==> src/rtl/pwm_meas.sv <==
// PWM capture: measures high time and rise-to-rise period in clk cycles, with a sticky stuck-input timeout.
// Optional PWM_MEAS_AVG_EN reports the floor average of every 4 consecutive periods instead of each period.
module pwm_meas #(
  parameter int unsigned CNT_W   = 32,
  parameter int unsigned TIMEOUT = 200_000_000
) (
  input  logic             clk,
  input  logic             rst_n,
  input  logic             pwm_in,
  input  logic             en,
  output logic [CNT_W-1:0] high_cnt,
  output logic [CNT_W-1:0] period_cnt,
  output logic             meas_valid,
  output logic             timeout,
  output logic             stuck_level
);

  typedef enum logic [1:0] {IDLE, WAIT_RISE, HIGH, LOW} state_e;

  localparam logic [CNT_W-1:0] ONE = CNT_W'(1);
  localparam logic [CNT_W-1:0] TMO = CNT_W'(TIMEOUT);

  state_e           state_q, state_d;
  logic             s1_q, s2_q, s3_q;
  logic [CNT_W-1:0] hcnt_q, hcnt_d, pcnt_q, pcnt_d;
  logic [CNT_W-1:0] high_cnt_q, high_cnt_d, period_cnt_q, period_cnt_d;
  logic             meas_valid_q, meas_valid_d;
  logic             timeout_q, timeout_d;
  logic             stuck_level_q, stuck_level_d;
  logic             rise, fall, tmo_fire, period_done;

`ifdef PWM_MEAS_AVG_EN
  logic [1:0]       acc_n_q, acc_n_d;
  logic [CNT_W+1:0] sum_h_q, sum_h_d, sum_p_q, sum_p_d;
  logic [CNT_W+1:0] sum_h_nx, sum_p_nx;
`endif

  assign rise = s2_q & ~s3_q;
  assign fall = ~s2_q & s3_q;

  always_comb begin
    state_d       = state_q;
    hcnt_d        = hcnt_q;
    pcnt_d        = pcnt_q;
    high_cnt_d    = high_cnt_q;
    period_cnt_d  = period_cnt_q;
    meas_valid_d  = 1'b0;
    timeout_d     = timeout_q;
    stuck_level_d = stuck_level_q;
    tmo_fire      = 1'b0;
    period_done   = 1'b0;

    if (!en) begin
      state_d = IDLE;
      hcnt_d  = '0;
      pcnt_d  = '0;
    end else begin
      case (state_q)
        IDLE: begin
          hcnt_d  = '0;
          pcnt_d  = '0;
          state_d = WAIT_RISE;
        end
        WAIT_RISE: begin
          if (rise) begin
            hcnt_d  = ONE;
            pcnt_d  = ONE;
            state_d = HIGH;
          end
        end
        HIGH: begin
          if (pcnt_q == TMO) begin
            tmo_fire = 1'b1;
          end else if (fall) begin
            pcnt_d  = pcnt_q + ONE;
            state_d = LOW;
          end else begin
            hcnt_d = hcnt_q + ONE;
            pcnt_d = pcnt_q + ONE;
          end
        end
        LOW: begin
          // a rise landing on the threshold cycle wins over the timeout
          if (rise) begin
            period_done = 1'b1;
            hcnt_d      = ONE;
            pcnt_d      = ONE;
            state_d     = HIGH;
          end else if (pcnt_q == TMO) begin
            tmo_fire = 1'b1;
          end else begin
            pcnt_d = pcnt_q + ONE;
          end
        end
        default: state_d = IDLE;
      endcase
    end

    if (tmo_fire) begin
      timeout_d     = 1'b1;
      stuck_level_d = s2_q;
      high_cnt_d    = '0;
      period_cnt_d  = '0;
      hcnt_d        = '0;
      pcnt_d        = '0;
      state_d       = WAIT_RISE;
    end

`ifdef PWM_MEAS_AVG_EN
    sum_h_nx = sum_h_q + {2'b00, hcnt_q};
    sum_p_nx = sum_p_q + {2'b00, pcnt_q};
    acc_n_d  = acc_n_q;
    sum_h_d  = sum_h_q;
    sum_p_d  = sum_p_q;
    if (!en || tmo_fire) begin
      acc_n_d = '0;
      sum_h_d = '0;
      sum_p_d = '0;
    end else if (period_done) begin
      if (acc_n_q == 2'd3) begin
        high_cnt_d   = sum_h_nx[CNT_W+1:2];
        period_cnt_d = sum_p_nx[CNT_W+1:2];
        meas_valid_d = 1'b1;
        timeout_d    = 1'b0;
        acc_n_d      = '0;
        sum_h_d      = '0;
        sum_p_d      = '0;
      end else begin
        acc_n_d = acc_n_q + 2'd1;
        sum_h_d = sum_h_nx;
        sum_p_d = sum_p_nx;
      end
    end
`else
    if (period_done) begin
      high_cnt_d   = hcnt_q;
      period_cnt_d = pcnt_q;
      meas_valid_d = 1'b1;
      timeout_d    = 1'b0;
    end
`endif
  end

  always_ff @(posedge clk or negedge rst_n) begin
    if (!rst_n) begin
      state_q       <= IDLE;
      s1_q          <= 1'b0;
      s2_q          <= 1'b0;
      s3_q          <= 1'b0;
      hcnt_q        <= '0;
      pcnt_q        <= '0;
      high_cnt_q    <= '0;
      period_cnt_q  <= '0;
      meas_valid_q  <= 1'b0;
      timeout_q     <= 1'b0;
      stuck_level_q <= 1'b0;
`ifdef PWM_MEAS_AVG_EN
      acc_n_q       <= '0;
      sum_h_q       <= '0;
      sum_p_q       <= '0;
`endif
    end else begin
      state_q       <= state_d;
      s1_q          <= pwm_in;
      s2_q          <= s1_q;
      s3_q          <= s2_q;
      hcnt_q        <= hcnt_d;
      pcnt_q        <= pcnt_d;
      high_cnt_q    <= high_cnt_d;
      period_cnt_q  <= period_cnt_d;
      meas_valid_q  <= meas_valid_d;
      timeout_q     <= timeout_d;
      stuck_level_q <= stuck_level_d;
`ifdef PWM_MEAS_AVG_EN
      acc_n_q       <= acc_n_d;
      sum_h_q       <= sum_h_d;
      sum_p_q       <= sum_p_d;
`endif
    end
  end

  assign high_cnt    = high_cnt_q;
  assign period_cnt  = period_cnt_q;
  assign meas_valid  = meas_valid_q;
  assign timeout     = timeout_q;
  assign stuck_level = stuck_level_q;

endmodule

==> config.mk <==
export PLATFORM = sky130hd
export DESIGN_NAME = pwm_meas
export DESIGN_NICKNAME = d
export VERILOG_FILES = /design/src/rtl/pwm_meas.sv
export SDC_FILE = /design/constraint.sdc
export NUM_CORES = 1
export LEC_CHECK = 0
export CORE_MARGIN = 4
export CORE_UTILIZATION = 40
export DETAILED_ROUTE_END_ITERATION = 7
export PLACE_DENSITY = 0.68
export SYNTH_ARGS = -nofsm -noshare
export SYNTH_HDL_FRONTEND = slang
export SYNTH_SLANG_ARGS = --single-unit
==> constraint.sdc <==
create_clock -name clk -period 2.1 [get_ports clk]
set_clock_uncertainty 0.05 [all_clocks]
set_input_delay 0.63 -clock clk [delete_from_list [all_inputs] [get_ports clk]]
set_output_delay 0.63 -clock clk [all_outputs]
set_load 0.02 [all_outputs]
==> results of run 1 <==
-- kinds of logic after synthesis --
logic type	after synthesis	share of synthesized area, %
AND/OR/NAND/NOR	204	19.1
AO/OA/AOI/OAI	175	20.3
flip-flops	136	52.4
buffers and inverters	65	5.22
XOR/XNOR	10	1.35
multiplexers	6	0.945
adder cells (fa/ha/maj)	3	0.578
-- flip-flops by register name (all words and copies together), names as in the netlist --
| name | flops |
|---|---|
| hcnt_q | 32 |
| s1_q | 1 |
| meas_valid | 1 |
| timeout | 1 |
| period_cnt | 32 |
| stuck_level | 1 |
| s2_q | 1 |
| high_cnt | 32 |
| pcnt_q | 32 |
| state_q | 2 |
| s3_q | 1 |
-- synthesized netlist by cell type (9+ instances only) --
cell        n  area share [%]
a22o_1     64             8.6
o31ai_1    27             3.1
dfrtp_1   136              52
buf_2      10            0.77
nor2_1     23             1.3
nand2_1    26             1.5
inv_1      18             1.0
o21ai_0    14             1.1
nand4_1    24             2.3
or4_4       9             1.6
a31oi_1    11             1.1
buf_6       9             1.6
or4_1      21             2.4
or3_1      11             1.1
a21oi_1    31             2.4
clkbuf_1   23             1.3
and3_1      9            0.87
nand3_1    37             2.9
-- worst max-delay path, delay by kind of cell (launching register included) --
kind	cells	cell delay [ns]
AO/OA/AOI/OAI	2	0.56
buffers and inverters	2	0.34
AND/OR/NAND/NOR	3	0.97
flip-flops	1	0.39
-- final cells by class --
type	count	area share [%]
inverters	18	0.705
repair buffers	193	20.6
well taps	216	2.82
clock buffers	22	4.95
multi-input cells	402	33.7
flip-flops and latches	136	35.5
clock inverters	10	1.75
-- power by group --
group          total, mW  switching [mW]  internal (mW)
Clock               3.22            1.14           2.09
Combinational      0.391           0.236          0.155
Sequential          2.66          0.0197           2.64
Total               6.27            1.39           4.88
-- routing by layer --
metal | global-route usage (%) | wire length (um)
met5 | 0 | 0
met4 | 7.45 | 333
met3 | 4.98 | 1080
met2 | 34.1 | 9890
met1 | 27.2 | 8590
-- timing repair --
item | in CTS | in global routing
resized for setup | 52 | 88
hold buffers | 0 | 0
pin swaps | 33 | 23
buffers inserted | 11 | 6
gates cloned | 4 | 4
setup endpoints to repair | 135 | 173
-- stage by stage --
stage          std cells  TNS (ns)  hold WS (ns)
3_3_place_gp         940    -26.59         0.285
5_1_grt              997    -35.25         0.111
4_1_cts              987    -23.46        0.0926
6_report             997    -29.01        0.0941
3_5_place_dp         940    -33.62         0.285
2_1_floorplan        599     -5.01         0.281
-- final timing paths --
path / from / to / slack [ns] / cells after the start
max in group asynchronous: rst_n / period_cnt[21]$_DFFE_PN0P_ / 1.29 / 2
max: pcnt_q[12]$_DFFE_PN0P_ / hcnt_q[19]$_DFFE_PN0P_ / -0.29 / 7
max reg2reg: pcnt_q[12]$_DFFE_PN0P_ / hcnt_q[19]$_DFFE_PN0P_ / -0.29 / 7
min: rst_n / high_cnt[30]$_DFFE_PN0P_ / 0.09 / 1
min in group clk: s1_q$_DFF_PN0_ / s2_q$_DFF_PN0_ / 0.30 / 0
min reg2reg: s1_q$_DFF_PN0_ / s2_q$_DFF_PN0_ / 0.30 / 0
==> results.md, run 1 <==
- Pre-CTS worst setup slack: -0.465 ns
- CP cell instances: nor4b_2 -> nand4_1 -> buf_6 -> o311a_4 -> buf_6 -> or4_4 -> a21oi_2
- Drt first-iter violations: 377
- Power, Total: 6.27 mW
- Syn-to-layout area delta: 47.7%
- Estimated wirelength of the detail-placed design: 12.0 mm
- Slowest cell on crit path: o311a_4
- Rows: 46
- Vias in the first global route: 5877
- GPL Wtd Cong: 0.883
- YS warnings: 0
- Area of the multi-input gates: 0.00323 mm^2
- Max-slew headroom: 44.6%
- Largest net degree at the start of global routing: 49
- Slew at the pin closest to its max-slew limit: 0.831 ns
- Syn_nets: 606
- CP Launch Type: flop
- Distinct cell type count after synthesis: 58
- Worst hold-check path type: in2async
- Post-layout util: 60.3%
- Grt ovf: 0
- Outcome: finished, violations left
- CTS H-tree lvls: 4
- Die area: 0.0183 mm^2
- F_max: 0.418 GHz
- CP max stage delay: 0.42 ns
- Leak: 4.65 nW
- Post-Syn Area: 0.00649 mm^2
- Final Hold Viols: 0
- Seq/Total Area, Yosys: 52.4%
- DRT Wirelength: 19.9 mm
- Antenna-violating nets left: 0
- Fin crit period: 2.39 ns
- Pwr dens: 654 mW/mm^2
- Nets: 775
- Peak VDD IR: 0.571 mV
- Main synth FF type: dfrtp_1
- Worst-path clk slew: 0.06 ns
- Clk Latency, worst-skew pair: 0.42 ns
- WS Path Type: reg2reg
- Fill count: 1240
- Sink Count: 136
- Max clock buf depth: 2
- Drt pass-1 iters: 5
- CTS tree: done
- Worst endpoint required time: 2.39 ns
- CTS buffer count: 17
- Inserted Diodes: 0
- Asr flop ratio synth: 100%
- Avg Vias per Cell: 6.04
- First-pass GRT wire length: 30.3 mm
- Vias: 6017
- # IOs: 71
- EDFF count, synth: 0
- Commonest non-fill, non-tap cell in the layout: dfrtp_1
- Die width: 135 um
- Critical path endpoint category: flop
- Final setup viols: 132
- Root Driver: clkbuf_16
- Post-Synthesis Cells: 599
- Design Area, Final: 0.00959 mm^2
- Tot GR Track Use: 20.9%
- Layout cells sized above 1: 32.1%
- Max-Cap Viols: 0
- Syn Area/Cell: 10.8 um^2
- Core ar.: 0.0159 mm^2
- WP data arrival: 2.69 ns
- Unrepaired setup endpoints after global routing: yes
- Final Max Tran Viols: 0
- Port Buffers: 70
- Initial antenna violation count: 0
- Worst setup margin: -0.293 ns
- Die H: 135 um
- Most frequent cells in the layout: dfrtp_1, buf_4, a22o_1, dlymetal6s2s_1, nand3_1
- Reg area: 0.00340 mm^2
- DRC errors left: 0
- Failing checks: negative setup slack
- Final period util: 114%
- Register bit total from synthesis: 136
- Routed len/inst: 20.0 um
- CP most frequent cell: buf_6
- Initial Utilization: 40.9%
- Critical path peak fanout: 6
- Area post-placement: 0.00812 mm^2
(Power assumes the default switching activity.)
==> inputs of run 2 (changes only) <==
--- a/config.mk
+++ b/config.mk
@@ -9,6 +9,7 @@
 export CORE_UTILIZATION = 40
 export DETAILED_ROUTE_END_ITERATION = 7
 export PLACE_DENSITY = 0.68
+export RECOVER_POWER = 100
 export SYNTH_ARGS = -nofsm -noshare
 export SYNTH_HDL_FRONTEND = slang
 export SYNTH_SLANG_ARGS = --single-unit
==> run 2 against run 1 <==
  * The flow still finishes with violations (negative setup slack)
  * Clock-buffer cell count unchanged
  * Register-to-register slack about the same
  * Final cell count unchanged
  * Non-clock buffer count unchanged
  * Utilization down 2.5 points
  * Clock power about the same
  * Largest power group unchanged
  * Highest routed layer unchanged
==> results.md, run 2 (synthesis gave the netlist of run 1 again) <==
- Outcome: finished, violations left
- Failing checks: negative setup slack
- Die width: 135 um
- Min Hold Slack: 0.212 ns
- Pre-CTS worst setup slack: -0.465 ns
- Drt pass-1 iters: 5
- CTS buffer count: 17
- Tot GR Track Use: 20.9%
- CTS tree: done
- Pwr dens: 681 mW/mm^2
- Sw Pwr: 1.39 mW
- Flop pwr share: 42.5%
- Avg Vias per Cell: 6.03
- Leak: 3.78 nW
- Design Area, Final: 0.00919 mm^2
- Initial antenna violation count: 0
- Worst endpoint required time: 2.39 ns
- CTS H-tree lvls: 4
- Worst hold-check path type: in2async
- Critical path endpoint category: flop
- Commonest non-fill, non-tap cell in the layout: dfrtp_1
- Worst-path clk slew: 0.06 ns
- Pint: 4.87 mW
- Clk Latency, worst-skew pair: 0.42 ns
- Hold_buf cts: 0
- Estimated wirelength of the detail-placed design: 12.0 mm
- Port Buffers: 70
- Max-Cap Viols: 0
- Final period util: 114%
- # IOs: 71
- Unrepaired setup endpoints after global routing: yes
- Layout cells sized above 1: 31.9%
- GPL Wtd Cong: 0.883
- CP Launch Type: flop
- Most frequent cells in the layout: dfrtp_1, buf_4, a22o_1, clkbuf_1, nand3_1
- Peak VDD IR: 0.569 mV
- Root Driver: clkbuf_16
- Vias in the first global route: 5877
- Comb power frac: 6.0%
- Sink Count: 136
- Nets: 775
- Routed len/inst: 19.9 um
- DRT Wirelength: 19.8 mm
- Area post-placement: 0.00812 mm^2
- Initial Utilization: 40.9%
- Largest net degree at the start of global routing: 49
- Final Max Tran Viols: 0
- Fin crit period: 2.39 ns
- First-pass GRT wire length: 30.3 mm
- Final setup viols: 132
- Die area: 0.0183 mm^2
- Switching Share: 22.2%
- Clock power share: 51.5%
- Inserted Diodes: 0
- Max clock buf depth: 2
- Post-layout util: 57.9%
- Slew at the pin closest to its max-slew limit: 1.01 ns
- Max-slew headroom: 32.8%
- WS Path Type: reg2reg
- Core ar.: 0.0159 mm^2
- Antenna-violating nets left: 0
- Syn-to-layout area delta: 41.6%
- Drt first-iter violations: 411
- Die H: 135 um
- Rows: 46
- WP data arrival: 2.68 ns
- Grt ovf: 0
- Critical path peak fanout: 6
- Vias: 6015
- Final Hold Viols: 0
- Worst setup margin: -0.287 ns
- F_max: 0.419 GHz
- DRC errors left: 0
- Final TNS setup: -28.86 ns
[run 2: cell types whose count changed in the layout (fill, tap and decap cells not counted)]
cell / change
clkbuf_1: +43
dlymetal6s2s_1: -41
buf_4: -3
buf_12: -2
buf_2: +1
clkbuf_2: +1
clkbuf_4: +1
clkdlybuf4s50_1: -1
dlygate4sd3_1: +1
[run 2: per-layer routing]
layer | GRT usage [%] | vias up | routed length, um
met4 | 7.45 | 0 | 390
met2 | 34.1 | 231 | 9830
met1 | 27.2 | 3072 | 8500
met5 | 0 | - | 0
li1 | - | 2673 | -
met3 | 4.98 | 39 | 1100
[run 2: critical path, stage by stage (launching register included)]
cell     delay (ns)
dfrtp_1        0.39
nor4b_2        0.34
nand4_1        0.20
buf_6          0.18
o311a_4        0.42
buf_6          0.16
or4_4          0.42
a21oi_2        0.14
[run 2: final cells by class]
class	count	area [um^2]
Fill cell	1309	6700
Sequential cell	136	3400
Multi-Input combinational cell	402	3230
Timing Repair Buffer	193	1580
Clock buffer	22	474
Tap cell	216	270
Clock inverter	10	168
Inverter	18	67.6
[run 2: metrics by stage]
step	cells	power, mW
6_report	997	6.26
5_1_grt	997	6.46
4_1_cts	987	6.26
3_5_place_dp	940	3.00
3_3_place_gp	940	2.99
2_1_floorplan	599	2.85
[run 2: repair_timing]
action                                  4_1_cts  5_1_grt
pin swaps                                    33       23
endpoints found under the setup margin      135      173
cloned                                        4        4
setup buffers                                11        6
gates resized for setup                      52       88
[run 2: final timing paths]
kind | startpoint | to | slack (ns) | depth (start not counted)
worst max-delay path | pcnt_q[12]$_DFFE_PN0P_ | hcnt_q[19]$_DFFE_PN0P_ | -0.29 | 7
worst min-delay path | rst_n | high_cnt[30]$_DFFE_PN0P_ | 0.21 | 1
worst max register to register | pcnt_q[12]$_DFFE_PN0P_ | hcnt_q[19]$_DFFE_PN0P_ | -0.29 | 7
worst min register to register | s1_q$_DFF_PN0_ | s2_q$_DFF_PN0_ | 0.30 | 0
max in group asynchronous | rst_n | period_cnt[29]$_DFFE_PN0P_ | 0.33 | 2
min in group clk | s1_q$_DFF_PN0_ | s2_q$_DFF_PN0_ | 0.30 | 0
[run 2: power by group through the flow]
stage	clock network (mW)	logic (mW)	registers [mW]
finish	3.22	0.377	2.66
floorplan	0	0.143	2.71
CTS	3.26	0.339	2.66
global route	3.40	0.406	2.66
detailed placement	0	0.297	2.70
global placement	0	0.288	2.70
==> inputs of run 3 (changes only) <==
--- a/config.mk
+++ b/config.mk
@@ -7,6 +7,7 @@
 export LEC_CHECK = 0
 export CORE_MARGIN = 4
 export CORE_UTILIZATION = 40
+export CTS_BUF_LIST = sky130_fd_sc_hd__clkbuf_4
 export DETAILED_ROUTE_END_ITERATION = 7
 export PLACE_DENSITY = 0.68
 export RECOVER_POWER = 100
==> run 3 against run 2 <==
  * The run still ends with negative setup slack left
  * Sequential power barely moved
  * Final area fell by 1.5%
  * Register-to-register slack improved by 0.02 ns
  * Sequential cell count did not move
  * Critical path depth did not move
  * Fmax rose by 1.0%
  * Total power fell by 20%
  * Critical endpoint is now hcnt_q[24]$_DFFE_PN0P_
  * Highest routed layer unchanged
==> results.md, run 3 (synthesis gave the netlist of run 1 again) <==
- Slew at the pin closest to its max-slew limit: 0.712 ns
- DRC errors left: 0
- Peak VDD IR: 0.325 mV
- Leak: 4.05 nW
- CTS H-tree lvls: 4
- Tot GR Track Use: 20.6%
- Max clock buf depth: 2
- Commonest non-fill, non-tap cell in the layout: dfrtp_1
- Largest net degree at the start of global routing: 49
- Final setup viols: 132
- Final TNS setup: -28.02 ns
- Die area: 0.0183 mm^2
- Max-slew headroom: 52.6%
- CTS buffer count: 17
- Fin crit period: 2.36 ns
- Avg Vias per Cell: 6.01
- Worst setup margin: -0.263 ns
- Die H: 135 um
- Final Hold Viols: 0
- # IOs: 71
- Critical path endpoint category: flop
- Estimated wirelength of the detail-placed design: 12.0 mm
- WS Path Type: reg2reg
- First-pass GRT wire length: 30.0 mm
- Final period util: 113%
- DRT Wirelength: 19.7 mm
- Drt first-iter violations: 420
- Port Buffers: 70
- Fill count: 1360
- Vias in the first global route: 5756
- Nets: 779
- Root Driver: clkbuf_4
- GPL Wtd Cong: 0.883
- Initial Utilization: 40.9%
- Failing checks: negative setup slack
- Inserted Diodes: 0
- Worst hold-check path type: reg2reg
- Worst-path clk slew: 0.12 ns
- Sink Count: 136
- Rows: 46
- Max-Cap Viols: 0
- Post-layout util: 57.0%
- Critical path peak fanout: 6
- CP cell instances: nor4_2 -> nand4_1 -> buf_6 -> o311a_4 -> buf_4 -> or4_4 -> a21oi_2
- F_max: 0.423 GHz
- Final Max Tran Viols: 0
- Grt ovf: 0
- Core ar.: 0.0159 mm^2
- Die width: 135 um
- CTS tree: done
- Unrepaired setup endpoints after global routing: yes
- Worst endpoint required time: 2.54 ns
- Routed len/inst: 19.6 um
- Pwr dens: 553 mW/mm^2
- Pre-CTS worst setup slack: -0.465 ns
- Slowest cell on crit path: o311a_4
- Outcome: finished, violations left
- Antenna-violating nets left: 0
- WP data arrival: 2.80 ns
- Layout cells sized above 1: 30.7%
- Vias: 6019
- Clk Latency, worst-skew pair: 0.56 ns
- Most frequent cells in the layout: dfrtp_1, buf_4, dlygate4sd2_1, a22o_1, nand3_1
- Syn-to-layout area delta: 39.4%
- CP max stage delay: 0.44 ns
- Initial antenna violation count: 0
- CP Launch Type: flop
- Drt pass-1 iters: 5
==> run 3: stage by stage <==
| stage | total power [mW] | instance area, um^2 | hold slack (ns) | instances |
|---|---|---|---|---|
| finish | 5.00 | 9050 | 0.309 | 1001 |
| global route | 5.19 | 9050 | 0.319 | 1001 |
| CTS | 4.99 | 8660 | 0.312 | 989 |
| detailed placement | 3.00 | 8120 | 0.285 | 940 |
| global placement | 2.99 | 8120 | 0.285 | 940 |
| floorplan | 2.85 | 6600 | 0.281 | 599 |
==> run 3: timing repair <==
action	in CTS	in global routing
buffers inserted	11	7
setup endpoints to repair	199	132
cloned	5	5
gates resized for setup	98	56
endpoints found under the hold margin	25	0
hold buffers	1	0
pin swaps	28	35
==> run 3: worst paths after layout <==
check / to / startpoint / slack, ns / depth (start not counted)
max: hcnt_q[24]$_DFFE_PN0P_ / pcnt_q[8]$_DFFE_PN0P_ / -0.26 / 7
min: s2_q$_DFF_PN0_ / s1_q$_DFF_PN0_ / 0.31 / 0
max reg2reg: hcnt_q[24]$_DFFE_PN0P_ / pcnt_q[8]$_DFFE_PN0P_ / -0.26 / 7
min reg2reg: s2_q$_DFF_PN0_ / s1_q$_DFF_PN0_ / 0.31 / 0
max in group asynchronous: period_cnt[4]$_DFFE_PN0P_ / rst_n / 0.21 / 3
min in group asynchronous: high_cnt[30]$_DFFE_PN0P_ / rst_n / 0.60 / 2
==> run 3: cell type report <==
cell class                      instances  area (um^2)  share of cell area (%)
Clock buffer                           19          143                    1.58
Clock inverter                         13          179                    1.98
Inverter                               18         67.6                   0.747
Multi-Input combinational cell        403         3230                    35.7
Sequential cell                       136         3400                    37.6
Tap cell                              216          270                    2.99
Timing Repair Buffer                  196         1760                    19.4
==> run 3: report_power, final <==
part	internal, mW	switching, mW	total, mW
clock network	0.960	0.996	1.96
logic	0.152	0.236	0.388
registers	2.64	0.0203	2.66
==> run 3: per-layer routing <==
| metal | GRT usage, % | vias up | wire, um |
|---|---|---|---|
| met4 | 6.38 | 0 | 331 |
| li1 | - | 2691 | - |
| met1 | 27.5 | 3075 | 8340 |
| met3 | 4.20 | 31 | 1260 |
| met5 | 0 | - | 0 |
| met2 | 34.1 | 222 | 9720 |
==> run 3: critical path, delay by kind of cell (launching register included) <==
family / cells / cell delay, ns
flip-flops: 1 / 0.40
AO/OA/AOI/OAI: 2 / 0.59
AND/OR/NAND/NOR: 3 / 0.92
buffers and inverters: 2 / 0.33
